File: config.mk
export PLATFORM = sky130hd
export DESIGN_NAME = ntt_op_scheduler
export DESIGN_NICKNAME = d
export VERILOG_FILES = /design/src/rtl/ntt_sched_pkg.sv /design/src/rtl/ntt_cmd_fifo.sv /design/src/rtl/ntt_op_scheduler.sv
export SDC_FILE = /design/constraint.sdc
export NUM_CORES = 1
export LEC_CHECK = 0
export ABC_AREA = 1
export CELL_PAD_IN_SITES_DETAIL_PLACEMENT = 1
export CELL_PAD_IN_SITES_GLOBAL_PLACEMENT = 2
export CORE_UTILIZATION = 34
export DETAILED_ROUTE_END_ITERATION = 7
export HOLD_SLACK_MARGIN = 0.05
export PLACE_DENSITY_LB_ADDON = 0.12
export SYNTH_ARGS = -nofsm -noshare
export SYNTH_HDL_FRONTEND = slang
export SYNTH_SLANG_ARGS = --single-unit
File: constraint.sdc
create_clock -name clk -period 2.35 [get_ports clk]
set_input_delay 0.47 -clock clk [delete_from_list [all_inputs] [get_ports clk]]
set_output_delay 0.47 -clock clk [all_outputs]
set_load 0.005 [all_outputs]
File: src/rtl/ntt_sched_pkg.sv
// Shared definitions for the NTT operation scheduler: mode encodings,
// FSM state encoding, command layout and coefficient-RAM geometry.
package ntt_sched_pkg;

    // Operation modes understood by ntt_processor.
    localparam logic [1:0] MODE_NTT    = 2'd0;
    localparam logic [1:0] MODE_INVNTT = 2'd1;
    localparam logic [1:0] MODE_MULT   = 2'd2;
    localparam logic [1:0] MODE_ADDSUB = 2'd3;

    // Coefficient RAM geometry (256 words x 96 bits, 8 x 12-bit coefficients).
    localparam int RAM_ADDR_W = 8;
    localparam int RAM_WORD_W = 96;
    localparam int COEF_W     = 12;
    localparam int POLY_WORDS = 32;

    // Scheduler FSM states.
    typedef enum logic [2:0] {
        ST_IDLE  = 3'd0,
        ST_LOAD  = 3'd1,
        ST_START = 3'd2,
        ST_WAIT  = 3'd3,
        ST_CPL   = 3'd4
    } sched_state_t;

    // Fixed part of a command. The user tag (TAG_W bits) is appended below
    // this struct in the FIFO word, giving a full command of 26+TAG_W bits:
    // {mode, off_a, off_b, off_w, tag}.
    typedef struct packed {
        logic [1:0]            mode;
        logic [RAM_ADDR_W-1:0] off_a;
        logic [RAM_ADDR_W-1:0] off_b;
        logic [RAM_ADDR_W-1:0] off_w;
    } cmd_base_t;

    localparam int CMD_BASE_W = $bits(cmd_base_t);

endpackage

File: src/rtl/ntt_cmd_fifo.sv
// Synchronous command FIFO. Count-based full/empty; pointers wrap
// modulo DEPTH (power of two). Read data is the current head entry.
module ntt_cmd_fifo #(
    parameter int DEPTH = 4,
    parameter int W     = 30
) (
    input  logic                   clk,
    input  logic                   rst,
    input  logic                   push,
    input  logic                   pop,
    input  logic [W-1:0]           wdata,
    output logic [W-1:0]           rdata,
    output logic                   full,
    output logic                   empty,
    output logic [$clog2(DEPTH):0] count
);

    localparam int PTR_W = $clog2(DEPTH);

    logic [W-1:0]     mem [DEPTH];
    logic [PTR_W-1:0] wr_ptr;
    logic [PTR_W-1:0] rd_ptr;
    logic             do_push;
    logic             do_pop;

    assign do_push = push && !full;
    assign do_pop  = pop && !empty;
    assign full    = (count == (PTR_W+1)'(DEPTH));
    assign empty   = (count == '0);
    assign rdata   = mem[rd_ptr];

    // Storage write; contents need no reset since count gates every read.
    always_ff @(posedge clk) begin
        if (do_push) begin
            mem[wr_ptr] <= wdata;
        end
    end

    // Pointer and occupancy bookkeeping.
    always_ff @(posedge clk) begin
        if (rst) begin
            wr_ptr <= '0;
            rd_ptr <= '0;
            count  <= '0;
        end else begin
            if (do_push) begin
                wr_ptr <= wr_ptr + 1'b1;
            end
            if (do_pop) begin
                rd_ptr <= rd_ptr + 1'b1;
            end
            case ({do_push, do_pop})
                2'b10:   count <= count + 1'b1;
                2'b01:   count <= count - 1'b1;
                default: count <= count;
            endcase
        end
    end

endmodule

File: src/rtl/ntt_op_scheduler.sv
// Command scheduler in front of ntt_processor. Buffers commands, issues
// them one at a time with a one-cycle start pulse, holds mode/offsets
// stable while the core runs, and reports completion with the user tag.
// Also owns ram_core_sel (1 = core owns the coefficient RAM).
//
// Command handshake: a command transfers on a rising edge where
// cmd_valid && cmd_ready; cmd_ready is !full of the FIFO and does not
// depend on cmd_valid. cmd_* must be stable while cmd_valid is high.
//
// Optional watchdog: define NTT_SCHED_TIMEOUT_EN to force completion with
// cpl_err = 1 when core_done does not arrive within TO_CYCLES WAIT cycles.
module ntt_op_scheduler
    import ntt_sched_pkg::*;
#(
    parameter int DEPTH     = 4,
    parameter int TAG_W     = 4,
    parameter int TO_CYCLES = 1023
) (
    input  logic             clk,
    input  logic             rst,
    input  logic             cmd_valid,
    output logic             cmd_ready,
    input  logic [1:0]       cmd_mode,
    input  logic [7:0]       cmd_off_a,
    input  logic [7:0]       cmd_off_b,
    input  logic [7:0]       cmd_off_w,
    input  logic [TAG_W-1:0] cmd_tag,
    output logic             core_start,
    output logic [1:0]       core_mode,
    output logic [7:0]       core_off_a,
    output logic [7:0]       core_off_b,
    output logic [7:0]       core_off_w,
    input  logic             core_done,
    output logic             ram_core_sel,
    output logic             cpl_valid,
    output logic [TAG_W-1:0] cpl_tag,
    output logic             cpl_err,
    output logic             busy
);

    localparam int CMD_W = CMD_BASE_W + TAG_W;

    sched_state_t          state;
    logic [CMD_W-1:0]      fifo_wdata;
    logic [CMD_W-1:0]      fifo_rdata;
    logic                  fifo_full;
    logic                  fifo_empty;
    logic [$clog2(DEPTH):0] fifo_count;
    logic                  fifo_pop;
    cmd_base_t             head_base;
    logic [TAG_W-1:0]      head_tag;

    assign fifo_wdata = {cmd_mode, cmd_off_a, cmd_off_b, cmd_off_w, cmd_tag};
    assign head_base  = cmd_base_t'(fifo_rdata[CMD_W-1 -: CMD_BASE_W]);
    assign head_tag   = fifo_rdata[TAG_W-1:0];
    assign fifo_pop   = (state == ST_LOAD);

    // Held low during reset so every output reads 0 while rst is asserted.
    assign cmd_ready = !fifo_full && !rst;
    assign busy      = (fifo_count != '0) || (state != ST_IDLE);

    ntt_cmd_fifo #(
        .DEPTH (DEPTH),
        .W     (CMD_W)
    ) u_fifo (
        .clk   (clk),
        .rst   (rst),
        .push  (cmd_valid),
        .pop   (fifo_pop),
        .wdata (fifo_wdata),
        .rdata (fifo_rdata),
        .full  (fifo_full),
        .empty (fifo_empty),
        .count (fifo_count)
    );

`ifdef NTT_SCHED_TIMEOUT_EN
    localparam int TO_W = $clog2(TO_CYCLES + 1);
    logic [TO_W-1:0] to_cnt;
`else
    logic unused_to_cycles;
    assign unused_to_cycles = (TO_CYCLES != 0);
    assign cpl_err = 1'b0;
`endif

    // Scheduler FSM with registered outputs; core_* change only in LOAD.
    always_ff @(posedge clk) begin
        if (rst) begin
            state        <= ST_IDLE;
            core_start   <= 1'b0;
            core_mode    <= '0;
            core_off_a   <= '0;
            core_off_b   <= '0;
            core_off_w   <= '0;
            ram_core_sel <= 1'b0;
            cpl_valid    <= 1'b0;
            cpl_tag      <= '0;
`ifdef NTT_SCHED_TIMEOUT_EN
            cpl_err      <= 1'b0;
            to_cnt       <= '0;
`endif
        end else begin
            core_start <= 1'b0;
            cpl_valid  <= 1'b0;
`ifdef NTT_SCHED_TIMEOUT_EN
            cpl_err    <= 1'b0;
`endif
            case (state)
                ST_IDLE: begin
                    if (!fifo_empty) begin
                        state        <= ST_LOAD;
                        ram_core_sel <= 1'b1;
                    end
                end
                ST_LOAD: begin
                    core_mode  <= head_base.mode;
                    core_off_a <= head_base.off_a;
                    core_off_b <= head_base.off_b;
                    core_off_w <= head_base.off_w;
                    cpl_tag    <= head_tag;
                    core_start <= 1'b1;
                    state      <= ST_START;
                end
                ST_START: begin
`ifdef NTT_SCHED_TIMEOUT_EN
                    to_cnt <= '0;
`endif
                    state <= ST_WAIT;
                end
                ST_WAIT: begin
                    if (core_done) begin
                        state        <= ST_CPL;
                        cpl_valid    <= 1'b1;
                        ram_core_sel <= 1'b0;
`ifdef NTT_SCHED_TIMEOUT_EN
                    end else if (to_cnt == TO_W'(TO_CYCLES - 1)) begin
                        state        <= ST_CPL;
                        cpl_valid    <= 1'b1;
                        cpl_err      <= 1'b1;
                        ram_core_sel <= 1'b0;
                    end else begin
                        to_cnt <= to_cnt + 1'b1;
`endif
                    end
                end
                ST_CPL: begin
                    // After a timeout, pass through IDLE once so the core settles.
`ifdef NTT_SCHED_TIMEOUT_EN
                    if (!fifo_empty && !cpl_err) begin
`else
                    if (!fifo_empty) begin
`endif
                        state        <= ST_LOAD;
                        ram_core_sel <= 1'b1;
                    end else begin
                        state <= ST_IDLE;
                    end
                end
                default: begin
                    state        <= ST_IDLE;
                    ram_core_sel <= 1'b0;
                end
            endcase
        end
    end

endmodule

==> impl_metrics.env, run 1 <==
export IMPL_fin_crit_ns=2.22
export IMPL_clk_pin_slew_ns=0.07
export IMPL_hold_violations=0
export IMPL_postSynthCellCount=551
export IMPL_startpoint_type="register"
export IMPL_htreeDepth=4
export IMPL_period_share=0.947
export IMPL_post_cts_resized=0
export IMPL_post_cts_buffers=0
export IMPL_nets=664
export IMPL_synthFlopType="edfxtp_1"
export IMPL_violations="design-rule violations"
export IMPL_cp_common_cell="nor2_1"
export IMPL_drv_slew=0
export IMPL_arrival_ns=1.75
export IMPL_grt_pass1_vias=4455
export IMPL_synth_distinct_cells=24
export IMPL_fmax_ghz=0.450
export IMPL_n_fill_cell=1927
export IMPL_die_w_um=139
export IMPL_yosys_warnings=0
export IMPL_cpPeakStageDelay_ns=0.51
export IMPL_ios=70
export IMPL_synth_seq_cells=163
export IMPL_worstMarginPinSlew_ns=0.761
export IMPL_tns_ns=0
export IMPL_rsz0062_at_grt="false"
export IMPL_hp_class="reg2reg"
export IMPL_die_y_um=139
export IMPL_async_reset_ff_frac=0
export IMPL_cts_buffers=17
export IMPL_initial_utilization=0.351
export IMPL_die_area_um2=19300
export IMPL_status="finished with violations"
export IMPL_rr_startpoint="u_fifo.count[0]"
export IMPL_postLayoutCellArea_um2=7940
export IMPL_grt_pass1_wl_um=23400
export IMPL_r2r_cells=12
export IMPL_seq_area_frac_synth=0.699
export IMPL_timing_slew_headroom=0.493
export IMPL_grt_remaining_overflow=0
export IMPL_dpl_hpwl_um=8620
export IMPL_cts_sinks=163
export IMPL_ff2ff_setup_slack_ns=0.42
export IMPL_cts_tree="yes"
export IMPL_groute_usage_overall=0.160
export IMPL_syn_nets=591
export IMPL_cap_viol_max_count=0
export IMPL_worstSetupPathType="reg2out"
export IMPL_vias=4193
export IMPL_drive_gt1_frac=0.0865
export IMPL_clk_path_buf_depth=2
export IMPL_diodes=0
export IMPL_via_per_inst=4.85
export IMPL_fp_coreArea_um2=18200
export IMPL_ant_nets=0
export IMPL_holdPathEnd="u_fifo.count[0]"
export IMPL_syn_area_um2=6390
export IMPL_rows=49
export IMPL_ir_drop_v=0.000525
export IMPL_path_cells="nor2_1, inv_1, nor2_1, nand2_1, clkdlybuf4s50_1"
export IMPL_cp_max_fo=6
export IMPL_cts_root_buf="clkbuf_16"
export IMPL_mostFrequentLayoutCell="edfxtp_1"
export IMPL_drc_errors=7
export IMPL_antenna_found_initial=0
export IMPL_fin_skew_ns=0.00912
export IMPL_cp_slowest_cell="clkdlybuf4s50_1"
export IMPL_io_buffers=68
export IMPL_syn2layout_area_growth_pct=24.2
export IMPL_hp_start="u_fifo.count[0]"
export IMPL_firstDrtPassIters=8
export IMPL_final_cell_mix="120 x edfxtp_1, 105 x nor2_1, 68 x clkdlybuf4s50_1, 63 x o21ai_0, 51 x inv_1"
export IMPL_clk_latency_ns=0.42
export IMPL_placed_area_um2=7390
export IMPL_gp_routability_congestion=0.699
export IMPL_avgRoutedWirePerCell_um=16.8
export IMPL_ctsHoldBuffers=0
export IMPL_worstPathRequired_ns=1.88
export IMPL_hold_depth=1
export IMPL_syn_area_per_cell_um2=11.6
export IMPL_finalSetupViolCount=0
export IMPL_synth_edff_count=120
export IMPL_grt_max_degree=62
export IMPL_drt_total_wl_um=14500
export IMPL_reg2reg_to="u_fifo.count[2]"
export IMPL_p_per_area_nw_per_um2=1080
export IMPL_end_kind="primary output"
export IMPL_drt_initial_drc_count=222
export IMPL_leakagePower_uw=0.00294
## cell usage after synthesis (2+ instances only)
cell type	instances	area share
o21a_1	30	0.035
o21ai_1	4	0.0031
a21oi_1	6	0.0047
a31oi_1	2	0.0020
nor3_1	2	0.0016
ha_1	5	0.0098
nand3_1	3	0.0023
o21ai_0	63	0.049
edfxtp_1	120	0.56
nor2_1	109	0.064
dfxtp_1	43	0.13
buf_2	12	0.0094
inv_1	51	0.030
o211ai_1	30	0.035
buf_6	6	0.011
inv_2	2	0.0012
clkbuf_1	12	0.0070
nand2_1	45	0.026
## critical path, delay by kind of cell, from the launching register on
family                 cells  cell delay, ns
buffers and inverters      2            0.60
flip-flops                 1            0.47
AND/OR/NAND/NOR            3            0.25
## cells by family after synthesis
kind of cell | Yosys count | share of synthesized area
AOI/OAI and AO/OA | 135 | 0.130
adders and majority gates | 6 | 0.0129
buffers and inverters | 84 | 0.0593
DFF | 163 | 0.699
other | 1 | 0.000587
and+or+nand+nor | 162 | 0.0989
## power by group
group	total [uW]	internal, uW	switching [uW]
combinational	2250	982	1270
sequential	3730	3540	189
clock	2590	1470	1120
total	8580	5990	2580
## layer usage
| metal | up-vias | share of wire | GRT usage |
|---|---|---|---|
| met4 | 0 | 0.0095 | 0.0485 |
| met5 | - | 0 | 0 |
| li1 | 2037 | - | - |
| met1 | 2082 | 0.44 | 0.192 |
| met2 | 62 | 0.52 | 0.283 |
| met3 | 12 | 0.031 | 0.0376 |
## flip-flops by register name (all words and copies together), names as in the netlist
| register | count |
|---|---|
| cpl_tag | 4 |
| cpl_valid | 1 |
| core_off_w | 8 |
| u_fifo.rd_ptr | 2 |
| core_off_a | 8 |
| core_off_b | 8 |
| core_mode | 2 |
| ram_core_sel | 1 |
| u_fifo.count | 3 |
| u_fifo.mem | 120 |
| u_fifo.wr_ptr | 2 |
| state | 3 |
| core_start | 1 |
## how the worst max path moves through the flow
| stage | from | end | slack (ns) | cells past startpoint |
|---|---|---|---|---|
| 6_report | state[1] | busy | 0.13 | 5 |
| 5_1_grt | state[1] | busy | 0.03 | 5 |
| 4_1_cts | state[1] | busy | 0.10 | 5 |
| 3_5_place_dp | cmd_valid | u_fifo.count[2] | 0.21 | 10 |
| 3_3_place_gp | rst | cmd_ready | 0.23 | 3 |
| 2_1_floorplan | u_fifo.count[0] | u_fifo.mem[0][0] | 0.01 | 4 |
## stage by stage
stage / util / power [uW] / hold WS [ns] / instances / setup slack [ns]
3_3_place_gp: 0.406 / 6020 / 0.437 / 834 / 0.230
6_report: 0.436 / 8580 / 0.454 / 865 / 0.125
5_1_grt: 0.436 / 9120 / 0.465 / 865 / 0.0338
2_1_floorplan: - / 5140 / 0.422 / 551 / 0.0138
4_1_cts: 0.436 / 8740 / 0.457 / 865 / 0.104
3_5_place_dp: 0.406 / 6110 / 0.445 / 834 / 0.210
## area by class of cell
cell class | count | area [um2] | area share
multi-input combinational | 304 | 1580 | 0.199
tap | 229 | 287 | 0.0361
inverter | 53 | 199 | 0.0251
timing repair buffer | 85 | 858 | 0.108
sequential | 163 | 4470 | 0.563
clock buffer | 18 | 439 | 0.0553
clock inverter | 13 | 111 | 0.0140
No activity file was read; power rests on OpenSTA's default activity.
==> inputs of run 2 (changes only) <==
SLEW_MARGIN = 20   (was unset)
==> results of run 2 <==
Final layout, timing and power as in run 1 (identical DEF).
==> inputs of run 3 (changes only) <==
CORE_UTILIZATION = 35   (was 34)
CTS_BUF_LIST = sky130_fd_sc_hd__clkbuf_8   (was unset)
TNS_END_PERCENT = 1   (was unset)
==> run 3 against run 2 <==
  * The flow now finishes without violations
  * Largest cell class unchanged
  * Critical endpoint unchanged
  * Global-route usage grew 0.56 points
  * Wire length shrank 1.7%
  * Die area fell by 2.8%
  * Register-to-register slack better by 0.06 ns
  * Final area is 2.1% lower
  * Clock power decreased by 22%
  * Fmax rose by 1.7%
==> impl_metrics.env, run 3 (synthesized netlist as in run 1, its figures left out) <==
export IMPL_gp_routability_congestion=0.776
export IMPL_hp_class="reg2reg"
export IMPL_placed_area_um2=7370
export IMPL_r2r_cells=12
export IMPL_combPwrFrac=0.282
export IMPL_cts_tree="yes"
export IMPL_power_switching_uw=2520
export IMPL_groute_usage_overall=0.165
export IMPL_grt_pass1_wl_um=22900
export IMPL_ir_drop_v=0.000423
export IMPL_clk_path_buf_depth=2
export IMPL_hold_depth=1
export IMPL_startpoint_type="register"
export IMPL_initial_utilization=0.357
export IMPL_ant_nets=0
export IMPL_hold_violations=0
export IMPL_worstSetupPathType="reg2out"
export IMPL_die_w_um=137
export IMPL_worstMarginPinSlew_ns=0.734
export IMPL_status="finished clean"
export IMPL_die_y_um=137
export IMPL_internal_power_uw=5470
export IMPL_clk_latency_ns=0.45
export IMPL_cts_root_buf="clkbuf_8"
export IMPL_timing_slew_headroom=0.511
export IMPL_end_kind="primary output"
export IMPL_avgRoutedWirePerCell_um=16.5
export IMPL_final_cell_mix="120 x edfxtp_1, 105 x nor2_1, 68 x clkdlybuf4s50_1, 63 x o21ai_0, 53 x inv_1"
export IMPL_fp_coreArea_um2=17900
export IMPL_drive_gt1_frac=0.0928
export IMPL_largest_reg_flops=120
export IMPL_pwr_share_seq=0.466
export IMPL_leakagePower_uw=0.00289
export IMPL_fin_skew_ns=0.0167
export IMPL_syn2layout_area_growth_pct=21.6
export IMPL_antenna_found_initial=0
export IMPL_drt_initial_drc_count=187
export IMPL_worstPathRequired_ns=1.88
export IMPL_vias=4168
export IMPL_ios=70
export IMPL_p_clk_frac=0.252
export IMPL_cpPeakStageDelay_ns=0.45
export IMPL_diodes=0
export IMPL_firstDrtPassIters=4
export IMPL_fin_crit_ns=2.19
export IMPL_swShare=0.315
export IMPL_cp_common_cell="inv_1"
export IMPL_arrival_ns=1.72
export IMPL_htreeDepth=4
export IMPL_fmax_ghz=0.457
export IMPL_postLayoutCellArea_um2=7770
export IMPL_drv_slew=0
export IMPL_drc_errors=0
export IMPL_rows=49
export IMPL_nets=663
export IMPL_path_cells="inv_1, nand3_2, inv_1, nand2_1, clkdlybuf4s50_1"
export IMPL_mostFrequentLayoutCell="edfxtp_1"
export IMPL_grt_pass1_vias=4379
export IMPL_grt_max_degree=63
export IMPL_clk_pin_slew_ns=0.09
export IMPL_io_buffers=68
export IMPL_cts_sinks=163
export IMPL_drt_total_wl_um=14300
export IMPL_post_cts_buffers=0
export IMPL_dpl_hpwl_um=8620
export IMPL_finalSetupViolCount=0
export IMPL_cap_viol_max_count=0
export IMPL_cp_max_fo=4
export IMPL_cp_slowest_cell="clkdlybuf4s50_1"
export IMPL_grt_remaining_overflow=0
export IMPL_period_share=0.930
export IMPL_worst_slack_ns=0.164
export IMPL_via_per_inst=4.82
export IMPL_die_area_um2=18800
export IMPL_p_per_area_nw_per_um2=1030
export IMPL_place_ws_ns=0.284
export IMPL_cts_buffers=17
export IMPL_top_register="u_fifo.mem"
==> run 3: metal layers <==
metal  vias up  wire, um  global-route usage
met2        68      7250               0.291
met5         -         0                   0
met4         0       180              0.0659
met3        16       468              0.0319
li1       2030         -                   -
met1      2054      6370               0.197
==> run 3: area by class of cell <==
class	instances	area (um2)
Timing Repair Buffer	84	838
Clock buffer	17	234
Fill cell	1931	10100
Sequential cell	163	4470
Inverter	53	199
Tap cell	229	287
Multi-Input combinational cell	304	1580
Clock inverter	15	159
==> run 3: timing repair <==
item,CTS,global route
resized for setup,0,3
endpoints found under the setup margin,0,1
hold buffers,0,0
==> run 3: worst paths after layout <==
path | start | to | slack [ns]
setup / recovery | u_fifo.count[0] | busy | 0.16
setup reg to reg | state[0] | u_fifo.count[2] | 0.48
hold / removal | u_fifo.count[0] | u_fifo.count[0] | 0.45
hold reg to reg | u_fifo.count[0] | u_fifo.count[0] | 0.45
==> run 3: critical path: cells and delay by family, from the launching register on <==
kind	cells	cell delay, ns
buffers and inverters	3	0.70
DFF	1	0.34
and+or+nand+nor	2	0.23
==> run 3: stage by stage <==
stage	setup TNS, ns	utilization	hold slack [ns]	std cells	total power, uW
detailed placement	0	0.412	0.464	833	6100
global placement	0	0.412	0.438	833	6030
global route	-0.00477	0.434	0.470	865	8540
CTS	0	0.433	0.484	865	8160
finish	0	0.434	0.446	865	7990
floorplan	0	-	0.422	551	5140
==> run 3: power groups by stage <==
stage / Clock [uW] / Combinational [uW] / Sequential, uW
5_1_grt: 2190 / 2580 / 3770
6_report: 2010 / 2250 / 3730
3_3_place_gp: 0 / 2260 / 3770
3_5_place_dp: 0 / 2310 / 3800
4_1_cts: 2110 / 2320 / 3730
2_1_floorplan: 0 / 1350 / 3780
